--- src/rtl/gray_code.sv ---
// ---------------------------------------------------------------------------
// gray_code
//
// Registered binary <-> Gray code converter, typically used to encode and
// decode counters or FIFO pointers that cross clock domains. Encode and
// decode share a single output register, so there is one cycle of latency
// in either mode.
//
// Parameters
//   WIDTH      data width in bits (>= 1)
//
// Ports
//   clk        clock, all state updates on the rising edge
//   rst        synchronous, active-high reset; clears gray and out_valid
//   in         input code word (binary when mode=0, Gray when mode=1)
//   in_valid   qualifies in/mode for the current cycle
//   mode       0 = binary->Gray encode, 1 = Gray->binary decode
//   gray       registered converted word
//   out_valid  gray holds a result produced from a valid input
// ---------------------------------------------------------------------------
module gray_code #(
  parameter int WIDTH = 4
) (
  input  logic             clk,
  input  logic             rst,
  input  logic [WIDTH-1:0] in,
  input  logic             in_valid,
  input  logic             mode,
  output logic [WIDTH-1:0] gray,
  output logic             out_valid
);

  logic [WIDTH-1:0] enc_word;
  logic [WIDTH-1:0] dec_word;
  logic [WIDTH-1:0] next_word;

  // Binary to Gray: each bit is the XOR of itself and its upper neighbour;
  // the MSB passes straight through.
  always_comb begin
    enc_word = in ^ (in >> 1);
  end

  // Gray to binary is a running XOR from the MSB down: every binary bit is
  // the parity of all Gray bits at or above it.
  always_comb begin
    logic acc;
    acc      = 1'b0;
    dec_word = '0;
    for (int i = WIDTH - 1; i >= 0; i--) begin
      acc         = acc ^ in[i];
      dec_word[i] = acc;
    end
  end

  always_comb begin
    next_word = mode ? dec_word : enc_word;
  end

  // The data register only loads on a valid input, so garbage on idle
  // cycles never reaches gray; out_valid is a one-cycle pulse per input.
  always_ff @(posedge clk) begin
    if (rst) begin
      gray      <= '0;
      out_valid <= 1'b0;
    end else if (in_valid) begin
      gray      <= next_word;
      out_valid <= 1'b1;
    end else begin
      out_valid <= 1'b0;
    end
  end

endmodule

--- config.mk ---
export PLATFORM = sky130hd
export DESIGN_NAME = gray_code
export DESIGN_NICKNAME = d
export VERILOG_FILES = /design/src/rtl/gray_code.sv
export SDC_FILE = /design/constraint.sdc
export NUM_CORES = 1
export LEC_CHECK = 0
export BUFFER_PORTS_ARGS = -buffer_cell sky130_fd_sc_hd__buf_2
export CORE_AREA = 2 2 39 41
export DETAILED_ROUTE_END_ITERATION = 8
export DIE_AREA = 0 0 41 43
export PLACE_DENSITY = 0.4
export SLEW_MARGIN = 25
export SYNTH_ARGS = -nofsm -noshare
export SYNTH_HDL_FRONTEND = slang
export SYNTH_SLANG_ARGS = --single-unit
--- constraint.sdc ---
create_clock -name clk -period 1.9 [get_ports clk]
set_input_delay 0.095 -clock clk [delete_from_list [all_inputs] [get_ports clk]]
set_output_delay 0.095 -clock clk [all_outputs]
set_load 0.005 [all_outputs]
**Word level (Yosys, flattened, before mapping)**

Index checks and enable logic that the tools add are counted.

- Flip-flop bits (word level): 5
- Logic and storage cells: 8
- Input port bits: 8
- Memories: 0
- Output and inout port bits: 5
- Bits in latches: 0
- Memory bits (read-only): 0
- Memory bits (writable): 0

- Bitwise gates (word level): 4
- Reduce and logical (&&, ||, !) cells: 0
- Divide/modulo/power cells: 0
- Multiply operators: 0
- Equality and inequality tests: 0
- Shift-type cells: 0
- Add/subtract/negate cells: 0
- Order comparisons: 0
- Multiplexer cells: 2

Operator list:

| kind | count |
|---|---|
| $mux W4 | 1 |
| $xor A4 B3 Y4 | 1 |
| $xor A1 B1 Y1 | 3 |
| $mux W1 | 1 |

**Logic depth before layout (Yosys ltp)**

- Word-level depth: 4
- Gate-level depth with buffers: 4

**Worst setup path after synthesis**

No wires, ideal clock.

- Kind: input port to flip-flop
- Start point: in in[3]
- End point: reg gray[0]
- Cell stages on the path: 3
- Data arrival time: 607 ps
- Path buffers: 0
- Slack: 1197 ps
- Setup time: 95 ps
- Cells stage by stage: xor2_1 a211o_1 o311ai_1

- Cells in the longest elaborated chain, start to end: 4

RTL lines:

| element | RTL line | source |
|---|---|---|
| start, declared | 26 | `input logic [WIDTH-1:0] in,` |
| $xor A1 B1 Y1 (3 in a row) | 50 | `acc = acc ^ in[i];` |
| $mux W4 | 56 | `next_word = mode ? dec_word : enc_word;` |
| end signal, assigned | 66 | `gray <= next_word;` |
| end, declared | 29 | `output logic [WIDTH-1:0] gray,` |

Every way passes these cells.
A chain may end at the register's enable or synchronous reset.

**Final worst setup path**

- Start point: reg gray[0]
- End point: out gray[0]

No word-level cell between the ends.

==> flow_summary.yaml <==
outcome:
  status: "finished, final reports clean"
worst_setup_path:
  endpoint_kind: "primary output"
  required_ns: 1.80
  max_stage_delay_ns: 0.32
  arrival_ns: 0.67
  worstSetupStartpointType: "flop"
  timing_worst_setup_path_type: "reg -> out"
  cp_slowest_cell: "dfxtp_1"
  cp_cell_sequence: "buf_2"
  cp_max_fo: 2
  path_buf_inv: 1
  path_delay_family: "flip-flops"
clock_tree:
  cts_buffers: 3
  cts_hold_buf: 0
  cts_buffer_depth: 2
  h-tree-depth: 1
  insertion_delay_ns: 0.24
  path_clk_slew_ns: 0.04
  clock-sinks: 5
  clockRootBuffer: "clkbuf_4"
  cts_tree: "yes"
  cts_setup_buffers: 0
  ctsResizeCount: 0
die:
  start_util_pct: 15.6
  core_sq_mm: 0.00138
  pin_count: 13
  die_area_sq_mm: 0.00176
  chipHeight_microns: 43
  die_x_microns: 41
  num_rows: 14
grt:
  grt-ovfl-total: 0
  first_global_vias: 207
  grt_pass1_wl_microns: 814
  grt_max_degree: 6
  antenna_found_initial: 0
  grt_util_all_layers_pct: 7.56
detailed_routing:
  drc_errors: 0
  vias_per_cell: 3.94
  num_vias: 213
  firstDrtPassIters: 2
  wl_microns: 460
  routedWlPerCell_microns: 8.52
  antenna_left: 0
  drt-initial-drc-count: 6
cells_and_area:
  fillers: 173
  final_nets: 47
  diodes: 0
  regArea_sq_um: 100
  final_util_pct: 23.3
  design_area_sq_um: 323
  drive_above_1_share_pct: 39.5
  syn_to_final_growth_pct: 49.1
  multi_input_area_sq_um: 109
yosys:
  synth_edf_count: 0
  syn_area_per_cell_sq_um: 9.84
  yosys.area.top_type_share_pct: 46.2
  yosysWarnings: 0
  yosys_most_used_dff: "dfxtp_1"
  yosys-top-cells-count: "dfxtp_1, xnor2_1"
  synthDistinctLibCells: 12
  syn_nets: 30
  ys_seq_area_share_pct: 46.2
  synth_area_sq_um: 216
  synth_cells: 22
  synth.largest_area_cell: "dfxtp_1"
  async_flop_share_pct: 0
  yosysMostFrequentCell: "dfxtp_1"
  synthTopCellsByArea: "dfxtp_1, xnor2_1, mux2i_1"
  synth-seq-cells: 5
min_path:
  hp-class: "in -> reg"
timing:
  hold_violations: 0
  finalSetupTns_ns: 0
  slew_headroom_pct: 83.4
  tightest_slew_ns: 0.249
  setup_violations: 0
  min_period_ns: 0.761
  slew_violations: 0
  fmax_mhz: 1310
  fin_crit_sh_pct: 40.1
  holdWs_ns: 0.0875
  rsz0062_at_grt: "false"
  finClkSkew_ns: 0
power:
  peakVddDrop_mv: 0.386
  p_leak_uw: 0.000157
  cellPowerDensity_mw_per_mm2: 869
  power_uw: 281
placed_design:
  dpl_cell_area_sq_um: 297
  gp_congestion: 0.610
  hpwl_microns: 375
  io_buffer_count: 12
flow_run:
  maxCapViolCount: 0
[worst paths after layout]
check	start	end	slack [ns]	cells after the start
max	gray[0]	gray[0]	1.14	1
min	rst	gray[2]	0.09	2
max reg2reg	gray[0]	gray[0]	1.22	2
min reg2reg	gray[1]	gray[1]	0.48	2
[area by class of cell]
type	count	share of cell area, %
clock buffers	4	8.14
well taps	16	6.20
inverters	2	2.33
flip-flops and latches	5	31.0
multi-input cells	15	33.7
repair buffers	12	18.6
[state kept, by name, summed over array words and instances (netlist names)]
name,cells
out_valid,1
gray,4
[report_power, final]
| part | internal (uW) | total [uW] | switching, uW |
|---|---|---|---|
| logic | 23.0 | 43.8 | 20.8 |
| clock network | 79.2 | 120 | 41.1 |
| registers | 113 | 116 | 3.01 |
[through the flow]
step                instances  setup slack (ns)
floorplan                  22              1.20
global placement           50              1.03
detailed placement         50              1.03
CTS                        54              1.12
global route               54              1.09
finish                     54              1.14
[routing by layer]
layer | GRT usage, % | wire length, microns | vias to the layer above
met5 | 0 | 0 | -
met4 | 4.00 | 0 | 0
met3 | 7.85 | 65 | 0
met2 | 8.44 | 194 | 11
met1 | 8.79 | 200 | 93
li1 | - | - | 109
[placed cells by master (no fill, tap or decap), drive strengths merged]
cell type and n:
buf 12, o311ai 1, mux2i 2, nor2 2
o22ai 1, a211o 1, nand2 1, nand2b 2
xnor2 3, inv 2, dfxtp 5, clkbuf 4
nand4 1, xor2 1
[cells by family after synthesis]
| family | count (synthesis) | synth area share (%) |
|---|---|---|
| flops | 5 | 46.2 |
| compound gates | 3 | 11.0 |
| buf+inv | 2 | 3.47 |
| xor+xnor | 4 | 16.2 |
| simple gates | 6 | 13.9 |
| mux | 2 | 9.25 |
(Power assumes the default switching activity.)
